==> src/rtl/uart_parity_tx.sv <==
// uart_parity_tx: single-byte UART transmitter with a configurable parity bit.
// Frame: start (0), 8 data bits LSB first, parity, stop (1); each bit lasts
// BAUD_DIV clocks. The line is always driven from a register.
module uart_parity_tx #(
  parameter int unsigned CLK_FREQ  = 50,    // system clock in MHz
  parameter int unsigned BAUD_RATE = 9600,  // line baud rate
  parameter int unsigned CHECK_SEL = 1      // 1 = odd parity, 0 = even parity
) (
  input  logic       clk_i,
  input  logic       rst_i,
  input  logic [7:0] tx_data_i,
  input  logic       tx_valid_i,
  output logic       tx_ready_o,
  output logic       tx_busy_o,
  output logic       tx_done_o,
  output logic       uart_txd_o
);

  // Clocks per line bit; derived, not overridable.
  localparam int unsigned BAUD_DIV = (CLK_FREQ * 1000000) / BAUD_RATE;
  localparam int unsigned CNT_W    = (BAUD_DIV > 1) ? $clog2(BAUD_DIV) : 1;
  localparam logic [CNT_W-1:0] CNT_MAX = CNT_W'(BAUD_DIV - 1);

  typedef enum logic [2:0] {
    StIdle,
    StStart,
    StData,
    StParity,
    StStop
  } state_e;

  state_e           state_q, state_d;
  logic [CNT_W-1:0] cnt_q, cnt_d;
  logic [2:0]       bit_idx_q, bit_idx_d;
  logic [7:0]       shift_q, shift_d;
  logic             parity_q, parity_d;
  logic             txd_q, txd_d;
  logic             done_q, done_d;

  logic             baud_tick;
  logic             frame_parity;

  // Last clock of the current line bit.
  assign baud_tick = (cnt_q == CNT_MAX);

  // Parity of the byte being offered, in the selected sense.
  always_comb begin
    frame_parity = (CHECK_SEL != 0) ? ~^tx_data_i : ^tx_data_i;
  end

  // Baud counter: free-runs 0..BAUD_DIV-1 in every bit state, held at 0 when idle.
  always_comb begin
    cnt_d = '0;
    if (state_q != StIdle) begin
      cnt_d = baud_tick ? '0 : cnt_q + 1'b1;
    end
  end

  // Next-state logic; the next line bit is registered on the same edge the state advances.
  always_comb begin
    state_d   = state_q;
    bit_idx_d = bit_idx_q;
    shift_d   = shift_q;
    parity_d  = parity_q;
    txd_d     = txd_q;
    done_d    = 1'b0;

    unique case (state_q)
      StIdle: begin
        txd_d = 1'b1;
        if (tx_valid_i) begin
          state_d   = StStart;
          shift_d   = tx_data_i;
          parity_d  = frame_parity;
          bit_idx_d = 3'd0;
          txd_d     = 1'b0;
        end
      end

      StStart: begin
        if (baud_tick) begin
          state_d   = StData;
          bit_idx_d = 3'd0;
          txd_d     = shift_q[0];
        end
      end

      StData: begin
        if (baud_tick) begin
          shift_d = shift_q >> 1;
          if (bit_idx_q == 3'd7) begin
            state_d = StParity;
            txd_d   = parity_q;
          end else begin
            bit_idx_d = bit_idx_q + 3'd1;
            // Bit 1 of the unshifted register is the next data bit on the line.
            txd_d     = shift_q[1];
          end
        end
      end

      StParity: begin
        if (baud_tick) begin
          state_d = StStop;
          txd_d   = 1'b1;
        end
      end

      StStop: begin
        if (baud_tick) begin
          state_d = StIdle;
          txd_d   = 1'b1;
          done_d  = 1'b1;
        end
      end

      default: begin
        state_d = StIdle;
        txd_d   = 1'b1;
      end
    endcase
  end

  // State and datapath registers; synchronous reset aborts any frame in flight.
  always_ff @(posedge clk_i) begin
    if (rst_i) begin
      state_q   <= StIdle;
      cnt_q     <= '0;
      bit_idx_q <= 3'd0;
      shift_q   <= 8'h00;
      parity_q  <= 1'b0;
      txd_q     <= 1'b1;
      done_q    <= 1'b0;
    end else begin
      state_q   <= state_d;
      cnt_q     <= cnt_d;
      bit_idx_q <= bit_idx_d;
      shift_q   <= shift_d;
      parity_q  <= parity_d;
      txd_q     <= txd_d;
      done_q    <= done_d;
    end
  end

  assign tx_ready_o = (state_q == StIdle);
  assign tx_busy_o  = (state_q != StIdle);
  assign tx_done_o  = done_q;
  assign uart_txd_o = txd_q;

  // A divider below 2 leaves no room for a counted bit period.
  a_baud_div_min: assert property (@(posedge clk_i) BAUD_DIV >= 2)
    else $error("uart_parity_tx: BAUD_DIV must be at least 2");

  // Line idles high whenever no frame is active.
  a_idle_high: assert property (@(posedge clk_i) disable iff (rst_i)
    (state_q == StIdle) |-> txd_q);

  // Done only ever appears as an isolated pulse while idle.
  a_done_idle: assert property (@(posedge clk_i) disable iff (rst_i)
    done_q |-> (state_q == StIdle));
  a_done_pulse: assert property (@(posedge clk_i) disable iff (rst_i)
    done_q |=> !done_q);

endmodule

==> config.mk <==
export PLATFORM = sky130hd
export DESIGN_NAME = uart_parity_tx
export DESIGN_NICKNAME = d
export VERILOG_FILES = /design/src/rtl/uart_parity_tx.sv
export SDC_FILE = /design/constraint.sdc
export NUM_CORES = 1
export LEC_CHECK = 0
export BUFFER_PORTS_ARGS = -buffer_cell sky130_fd_sc_hd__buf_4
export CAP_MARGIN = 20
export CORE_MARGIN = 2
export CORE_UTILIZATION = 40
export DETAILED_ROUTE_END_ITERATION = 8
export SLEW_MARGIN = 40
export SYNTH_ARGS = -nofsm -noshare
export SYNTH_HDL_FRONTEND = slang
export SYNTH_SLANG_ARGS = --single-unit
==> constraint.sdc <==
create_clock -name clk_i -period 2.65 [get_ports clk_i]
set_clock_uncertainty 0.2 [all_clocks]
set_input_delay 0.3975 -clock clk_i [delete_from_list [all_inputs] [get_ports clk_i]]
set_output_delay 0.3975 -clock clk_i [all_outputs]
set_load 0.03 [all_outputs]
==> impl_metrics.env, run 1 <==
export IMPL_hold_viol=0
export IMPL_hold_start="tx_valid_i"
export IMPL_synth_avg_cell_area_sq_um=9.20
export IMPL_overflow=0
export IMPL_synth_top_area_share_pct=39.6
export IMPL_vias_per_cell=5.28
export IMPL_critPathMaxFanout=6
export IMPL_n_fill_cell=350
export IMPL_fin_crit_sh_pct=83.9
export IMPL_ctsLongestPathBuffers=2
export IMPL_clkPwrFrac_pct=37.0
export IMPL_finalWeightedCongestion=0.779
export IMPL_grt_pass1_wl_mm=4.75
export IMPL_drtIter0Drc=40
export IMPL_max_freq_mhz=450
export IMPL_power_switching_uw=220
export IMPL_dp_final_hpwl_mm=1.95
export IMPL_final_area_sq_um=1730
export IMPL_rows=22
export IMPL_wl_per_cell_microns=12.2
export IMPL_seq_power_share_pct=52.4
export IMPL_hold_buffers=0
export IMPL_layout_min_cycle_time_ps=2220
export IMPL_yosysWarnings=0
export IMPL_instances_no_fill=226
export IMPL_rsz0062_at_grt="false"
export IMPL_num_vias=1194
export IMPL_cts_sinks=30
export IMPL_grt_util_met3_pct=4.62
export IMPL_drt_first_pass_iters=3
export IMPL_numCtsBuffers=5
export IMPL_placed_cells=219
export IMPL_path_buf_inv=0
export IMPL_maxCapViolations=0
export IMPL_die_area_sq_um=4300
export IMPL_nets=192
export IMPL_swShare_pct=24.1
export IMPL_dp_slack_ps=439
export IMPL_setup_violations=0
export IMPL_htree_num_levels=2
export IMPL_holdPathStages=3
export IMPL_synthTopCellsByArea="dfxtp_1 (40%), xnor2_1 (6.9%), mux2i_1 (5.9%)"
export IMPL_wirelength_mm=2.75
export IMPL_hold_path_class="in -> reg"
export IMPL_intPower_uw=693
export IMPL_powerDensity_nw_per_um2=529
export IMPL_r2r_cells=6
export IMPL_peakVddDrop_uv=249
export IMPL_slowest_delay_ps=480
export IMPL_status="complete, no violations"
export IMPL_cp_arrival_ps=2240
export IMPL_drive_gt1_share_pct=15.2
export IMPL_worst_pin_slew_ps=428
export IMPL_r2r_slack_ps=430
export IMPL_grt_util_met2_pct=23.1
export IMPL_grt_max_degree=23
export IMPL_io_buffers=14
export IMPL_fin_util_pct=47.2
export IMPL_synth_area_sq_um=1520
export IMPL_dpl_instance_area_sq_um=1650
export IMPL_post_cts_resized=0
export IMPL_ant_nets=0
export IMPL_combPwrFrac_pct=10.6
export IMPL_die_w_microns=65.6
export IMPL_syn_nets=179
export IMPL_worst_path_most_repeated_cell="ha_1"
export IMPL_grt_pass1_vias=1097
export IMPL_synth_cell_type_count=38
export IMPL_grt_usage_pct=14.7
export IMPL_synthToLayoutAreaGrowth_pct=13.8
export IMPL_ys_ff_latch=30
export IMPL_synth_area_leader_cell="dfxtp_1"
export IMPL_yosysSeqAreaShare_pct=39.6
export IMPL_slew_headroom_pct=71.0
export IMPL_gr_max_usage_layer="met2"
export IMPL_slowest_stage="or4b_1"
export IMPL_cts_reportedPaths_clkPinSlew_ps=60
export IMPL_most_common_layout_cells="dfxtp_1 (30), nor2_1 (24), buf_4 (15)"
export IMPL_finalMaxSlewViolations=0
export IMPL_clock_latency_ps=280
export IMPL_end_kind="flop"
export IMPL_num_antenna_cells=0
export IMPL_pin_count=15
export IMPL_r2r_end="bit_idx_q[0]"
export IMPL_worstPathCellList="ha_1 -> ha_1 -> or3b_1 -> a21o_1 -> or4b_1 -> a21oi_1"
export IMPL_whs_endpoint="parity_q"
export IMPL_antenna_found_initial=0
export IMPL_cts_root_buf="clkbuf_8"
export IMPL_layout_commonest_cell="dfxtp_1"
export IMPL_start_util_pct=41.5
export IMPL_timing_rr_start="bit_idx_q[0]"
export IMPL_grt_use_met1_pct=17.9
export IMPL_cts_tree="done"
export IMPL_required_ps=2660
export IMPL_fin_tns_setup_ps=0
export IMPL_synth_cells=165
export IMPL_start_kind="flop"
export IMPL_postCtsSetupBuffers=0
export IMPL_critPathTopFamily="simple AND/OR/NAND/NOR gates"
export IMPL_worst_slack_ps=428
export IMPL_drc=0
export IMPL_die_height_microns=65.6
export IMPL_core_area_sq_um=3660
export IMPL_critPathKind="reg -> reg"
export IMPL_p_leak_uw=0.000607
per-stage QoR:
step | power, uW | hold WS, ps
CTS | 930 | 227
global placement | 583 | 226
global route | 956 | 264
floorplan | 555 | 213
detailed placement | 587 | 235
finish | 913 | 230
area by class of cell:
cell class | instances | area, sq um | area share (%)
tap | 48 | 60.1 | 3.48
sequential | 30 | 601 | 34.8
timing repair buffer | 15 | 113 | 6.52
clock buffer | 7 | 76.3 | 4.42
multi-input combinational | 123 | 866 | 50.1
inverter | 3 | 11.3 | 0.652
power groups by stage:
stage	clock network (uW)	registers [uW]	logic [uW]
floorplan	0	486	68.5
global placement	0	488	95.4
detailed placement	0	488	98.2
CTS	353	478	98.4
global route	368	480	109
finish	338	478	96.9
worst max-delay path by stage:
stage / from / endpoint / cells after the start
after detailed placement: bit_idx_q[0] / bit_idx_q[0] / 6
after floorplan: state_q[0] / uart_txd_o / 5
after global placement: bit_idx_q[0] / bit_idx_q[0] / 6
after global routing: bit_idx_q[0] / bit_idx_q[0] / 6
final: bit_idx_q[0] / bit_idx_q[0] / 6
after CTS: bit_idx_q[0] / bit_idx_q[0] / 6
per-layer routing:
| metal | wire length [microns] | vias up |
|---|---|---|
| li1 | - | 617 |
| met1 | 1360 | 553 |
| met2 | 1220 | 17 |
| met3 | 105 | 7 |
| met4 | 68 | 0 |
| met5 | 0 | - |
cells in the mapped netlist:
library cell	n
nor2b_1	3
nor4b_1	2
mux2i_1	9
o21bai_1	1
nor2_1	24
or3b_1	1
inv_1	3
or3_1	1
dfxtp_1	30
and3_1	2
a21o_1	1
o31ai_1	3
and4b_1	1
buf_2	5
a31oi_2	1
nor4b_4	1
nand3b_1	3
or3b_2	1
nor3_1	5
and3_2	2
a2111oi_0	1
nand2_1	4
clkbuf_1	4
xnor2_1	12
and4_1	1
or4b_1	1
ha_1	3
and4bb_2	1
nand4_1	5
o2bb2a_1	1
a21oi_1	2
a41o_2	1
xor2_1	8
a311oi_1	1
nor3b_1	1
nand3_1	7
a211oi_1	8
o21ai_0	5
registers in the layout, summed over array words and instances, names as in the netlist:
name,cells
bit_idx_q,3
cnt_q,13
parity_q,1
shift_q,8
state_q,3
tx_done_o,1
uart_txd_o,1
logic make-up (layout without fill, tap and decap cells):
logic type | Yosys count | after routing | synth area share (%)
AND/OR/NAND/NOR | 66 | 66 | 25.0
flip-flops | 30 | 30 | 39.6
multiplexers | 9 | 9 | 5.94
XOR/XNOR | 20 | 20 | 11.5
AO/OA/AOI/OAI | 25 | 25 | 12.1
buffers and inverters | 12 | 25 | 3.38
adder cells (fa/ha/maj) | 3 | 3 | 2.47
worst reg2reg max path: stages (launching register included):
cell and delay [ps]:
dfxtp_1 320, ha_1 200, ha_1 210, or3b_1 360, a21o_1 240, or4b_1 480, a21oi_1 150
Power figures use the tool's default switching activity.
==> run 2: changes to the inputs <==
- clock period: 2.65 -> 1.98 ns (I/O delays scaled with it)
==> impl_metrics.env, run 2 (synthesized netlist as in run 1, its figures left out) <==
export IMPL_status="finished, violations left"
export IMPL_violations="setup timing"
export IMPL_num_antenna_cells=0
export IMPL_fin_crit_sh_pct=105
export IMPL_combPwrFrac_pct=10.2
export IMPL_start_kind="flop"
export IMPL_intPower_uw=1070
export IMPL_drive_gt1_share_pct=23.9
export IMPL_power_switching_uw=328
export IMPL_power_uw=1390
export IMPL_start_util_pct=41.5
export IMPL_numCtsBuffers=5
export IMPL_max_freq_mhz=479
export IMPL_layout_min_cycle_time_ps=2090
export IMPL_required_ps=1990
export IMPL_dp_final_hpwl_mm=2.12
export IMPL_grt_use_met1_pct=19.0
export IMPL_rsz0062_at_grt="true"
export IMPL_overflow=0
export IMPL_largest_reg_flops=13
export IMPL_die_area_sq_um=4300
export IMPL_powerDensity_nw_per_um2=754
export IMPL_final_area_sq_um=1850
export IMPL_cts_sinks=30
export IMPL_ant_nets=0
export IMPL_setup_violations=1
export IMPL_top_register="cnt_q"
export IMPL_grt_pass1_wl_mm=5.08
export IMPL_nets=201
export IMPL_peakVddDrop_uv=450
export IMPL_grt_util_met2_pct=24.5
export IMPL_wirelength_mm=2.92
export IMPL_most_common_layout_cells="dfxtp_1 (29), nor2_1 (24), buf_4 (24)"
export IMPL_cts_reportedPaths_clkPinSlew_ps=70
export IMPL_antenna_found_initial=0
export IMPL_cts_tree="done"
export IMPL_seq_power_share_pct=45.7
export IMPL_critPathMaxFanout=2
export IMPL_worst_slack_ps=-107
export IMPL_n_fill_cell=344
export IMPL_hold_slack_ps=136
export IMPL_holdPathStages=3
export IMPL_die_height_microns=65.6
export IMPL_clkPwrFrac_pct=44.0
export IMPL_grt_max_degree=23
export IMPL_fin_util_pct=50.5
export IMPL_clock_latency_ps=280
export IMPL_finalWeightedCongestion=0.829
export IMPL_num_vias=1218
export IMPL_pin_count=15
export IMPL_grt_usage_pct=15.5
export IMPL_synthToLayoutAreaGrowth_pct=21.8
export IMPL_slew_headroom_pct=71.9
export IMPL_drt_first_pass_iters=4
export IMPL_grt_pass1_vias=1173
export IMPL_rows=22
export IMPL_io_buffers=14
export IMPL_end_kind="flop"
export IMPL_cp_arrival_ps=2100
export IMPL_critPathKind="reg -> reg"
export IMPL_swShare_pct=23.5
export IMPL_hold_path_class="in -> reg"
export IMPL_wl_per_cell_microns=12.4
export IMPL_worst_pin_slew_ps=422
export IMPL_ctsLongestPathBuffers=2
export IMPL_drtIter0Drc=59
export IMPL_hold_viol=0
export IMPL_r2r_cells=6
export IMPL_gr_max_usage_layer="met2"
export IMPL_core_area_sq_um=3660
export IMPL_finalMaxSlewViolations=0
export IMPL_grt_util_met3_pct=5.31
export IMPL_vias_per_cell=5.16
export IMPL_htree_num_levels=2
export IMPL_die_w_microns=65.6
export IMPL_cts_root_buf="clkbuf_8"
export IMPL_layout_commonest_cell="dfxtp_1"
export IMPL_dpl_instance_area_sq_um=1730
export IMPL_top_regs="cnt_q x13, shift_q x8"
export IMPL_maxCapViolations=0
export IMPL_drc=0
export IMPL_p_leak_uw=0.000662
export IMPL_dp_slack_ps=-62.6
-- run 2: cell types whose count changed in the layout (fill, tap and decap cells not counted), sizes merged --
cell,delta
buf,+9
clkbuf,-2
clkinvlp,+2
bufinv,+1
-- run 2: layer usage --
layer	wire (microns)	vias to the layer above
met5	0	-
met4	44	0
met3	132	6
met2	1360	25
met1	1380	554
li1	-	633
-- run 2: layout make-up --
| cell class | instances | area, sq um | area share (%) |
|---|---|---|---|
| clock buffers | 5 | 68.8 | 3.72 |
| clock inverters | 3 | 45.0 | 2.44 |
| inverters | 3 | 11.3 | 0.609 |
| multi-input cells | 123 | 881 | 47.7 |
| flip-flops and latches | 30 | 602 | 32.6 |
| well taps | 48 | 60.1 | 3.25 |
| repair buffers | 24 | 180 | 9.75 |
-- run 2: metrics by stage --
step / cells / TNS [ps]
after floorplan: 165 / -51.5
after global routing: 236 / -1410
after global placement: 228 / -19.3
after detailed placement: 228 / -62.6
after CTS: 236 / -127
final: 236 / -107
-- run 2: power by group through the flow --
stage	clock network [uW]	registers [uW]	logic [uW]
floorplan	0	651	92.5
global route	654	639	160
detailed placement	0	651	143
finish	614	637	143
CTS	629	638	143
global placement	0	650	139
-- run 2: path summary, 6_finish.rpt --
check / from / slack (ps) / end
setup / recovery: bit_idx_q[0] / -110 / bit_idx_q[0]
hold reg to reg: cnt_q[0] / 250 / cnt_q[0]
setup reg to reg: bit_idx_q[0] / -110 / bit_idx_q[0]
hold / removal: tx_valid_i / 140 / parity_q
-- run 2: critical path, stage by stage (launching register included) --
cell	delay [ps]
dfxtp_2	330
ha_2	170
ha_2	170
or3b_1	350
a21o_1	190
or4b_1	480
a21oi_1	130
-- run 2: timing repair --
action | CTS | global route
setup endpoints to repair | 1 | 24
setup buffers | 0 | 0
hold buffers | 0 | 0
gates resized for setup | 0 | 6
pin swaps | 0 | 1
==> run 3: changes to the inputs <==
- PLACE_DENSITY: unset -> 0.71
==> impl_metrics.env, run 3 (synthesized netlist as in run 1, its figures left out) <==
export IMPL_antenna_found_initial=0
export IMPL_most_common_layout_cells="dfxtp_1 (30), buf_4 (28), nor2_1 (24)"
export IMPL_end_kind="flop"
export IMPL_largest_reg_flops=13
export IMPL_holdPathStages=3
export IMPL_finalWeightedCongestion=0.846
export IMPL_power_uw=1560
export IMPL_r2r_slack_ps=-140
export IMPL_drive_gt1_share_pct=26.6
export IMPL_powerDensity_nw_per_um2=810
export IMPL_r2r_end="bit_idx_q[0]"
export IMPL_cp_arrival_ps=2150
export IMPL_whs_endpoint="parity_q"
export IMPL_seq_area_sq_um=601
export IMPL_drtIter0Drc=43
export IMPL_fin_crit_sh_pct=107
export IMPL_overflow=0
export IMPL_fin_util_pct=52.6
export IMPL_die_area_sq_um=4300
export IMPL_grt_max_degree=23
export IMPL_cts_root_buf="clkbuf_8"
export IMPL_clkPwrFrac_pct=50.0
export IMPL_grt_pass1_wl_mm=5.38
export IMPL_power_switching_uw=330
export IMPL_die_w_microns=65.6
export IMPL_worst_slack_ps=-138
export IMPL_required_ps=2010
export IMPL_path_buf_inv=0
export IMPL_cts_sinks=30
export IMPL_cts_reportedPaths_clkPinSlew_ps=70
export IMPL_swShare_pct=21.2
export IMPL_grt_pass1_vias=1208
export IMPL_wl_per_cell_microns=13.2
export IMPL_worst_pin_slew_ps=451
export IMPL_maxCapViolations=0
export IMPL_hold_viol=0
export IMPL_intPower_uw=1230
export IMPL_drt_first_pass_iters=4
export IMPL_num_antenna_cells=0
export IMPL_ant_nets=0
export IMPL_hold_start="tx_valid_i"
export IMPL_critPathTopFamily="simple AND/OR/NAND/NOR gates"
export IMPL_dpl_instance_area_sq_um=1740
export IMPL_num_vias=1262
export IMPL_final_area_sq_um=1930
export IMPL_top_register="cnt_q"
export IMPL_r2r_cells=6
export IMPL_hold_path_class="in -> reg"
export IMPL_htree_num_levels=2
export IMPL_slowest_delay_ps=480
export IMPL_critPathMaxFanout=2
export IMPL_nets=205
export IMPL_rows=22
export IMPL_timing_rr_start="bit_idx_q[0]"
export IMPL_peakVddDrop_uv=395
export IMPL_combPwrFrac_pct=9.2
export IMPL_n_fill_cell=343
export IMPL_max_freq_mhz=472
export IMPL_numCtsBuffers=5
export IMPL_seq_power_share_pct=40.8
export IMPL_hold_buffers=0
export IMPL_status="finished, violations left"
export IMPL_clock_latency_ps=290
export IMPL_slowest_stage="or4b_4"
export IMPL_start_kind="flop"
export IMPL_ctsLongestPathBuffers=2
export IMPL_wirelength_mm=3.17
export IMPL_layout_commonest_cell="dfxtp_1"
export IMPL_layout_min_cycle_time_ps=2120
export IMPL_multiInputGateArea_sq_um=902
export IMPL_io_buffers=14
export IMPL_dp_slack_ps=-124
export IMPL_synthToLayoutAreaGrowth_pct=27.0
export IMPL_start_util_pct=41.5
export IMPL_vias_per_cell=5.26
export IMPL_worstPathCellList="ha_1 -> ha_2 -> or3b_1 -> a21o_1 -> or4b_4 -> a21oi_2"
export IMPL_p_leak_uw=0.000718
export IMPL_slew_headroom_pct=69.5
export IMPL_top_regs="cnt_q x13, shift_q x8"
export IMPL_drc=0
export IMPL_fin_tns_setup_ps=-139
export IMPL_pin_count=15
export IMPL_cts_tree="done"
export IMPL_core_area_sq_um=3660
export IMPL_dp_final_hpwl_mm=2.27
export IMPL_violations="setup timing"
export IMPL_rsz0062_at_grt="true"
export IMPL_setup_violations=2
export IMPL_die_height_microns=65.6
export IMPL_finalMaxSlewViolations=0
export IMPL_critPathKind="reg -> reg"
export IMPL_grt_usage_pct=16.8
[run 3: metal layers]
layer / share of wire (%) / GRT usage, % / vias up
met3: 3.2 / 5.14 / 6
met5: 0 / 0 / -
li1: - / - / 644
met4: 2.5 / 10.4 / 0
met2: 51 / 28.8 / 20
met1: 44 / 17.9 / 592
[run 3: what timing repair did]
item                                   in CTS  in global routing
resized for setup                           0                  9
setup endpoints to repair                   3                 25
endpoints found under the hold margin       0                  0
buffers inserted                            0                  2
pin swaps                                   0                  2
[run 3: worst reg2reg max path, stage by stage (launching register included)]
cell,delay (ps)
dfxtp_1,320
ha_1,200
ha_2,180
or3b_1,350
a21o_1,190
or4b_4,490
a21oi_2,130
[run 3: cell type report]
cell class / instances / area share (%)
Tap cell: 48 / 3.12
Clock buffer: 6 / 4.29
Timing Repair Buffer: 28 / 10.9
Multi-Input combinational cell: 123 / 46.8
Inverter: 3 / 0.584
Clock inverter: 2 / 3.12
Sequential cell: 30 / 31.2
[run 3: worst max-delay path by stage]
stage | from | to | slack [ps] | cells past startpoint
after floorplan | bit_idx_q[0] | bit_idx_q[0] | -50 | 6
after global placement | bit_idx_q[0] | bit_idx_q[0] | -20 | 6
after detailed placement | bit_idx_q[0] | bit_idx_q[0] | -120 | 6
after CTS | bit_idx_q[0] | bit_idx_q[0] | -150 | 6
after global routing | bit_idx_q[0] | bit_idx_q[0] | -160 | 6
final | bit_idx_q[0] | bit_idx_q[0] | -140 | 6
[run 3: power by group through the flow]
stage | Clock [uW] | Combinational [uW] | Sequential [uW]
3_5_place_dp | 0 | 140 | 651
6_report | 780 | 143 | 637
5_1_grt | 824 | 157 | 639
4_1_cts | 794 | 140 | 637
3_3_place_gp | 0 | 137 | 650
2_1_floorplan | 0 | 92.5 | 651
[run 3: stage by stage]
step / instances / hold slack [ps]
global placement: 230 / 228
CTS: 238 / 110
global route: 240 / 126
finish: 240 / 115
detailed placement: 230 / 250
floorplan: 165 / 213
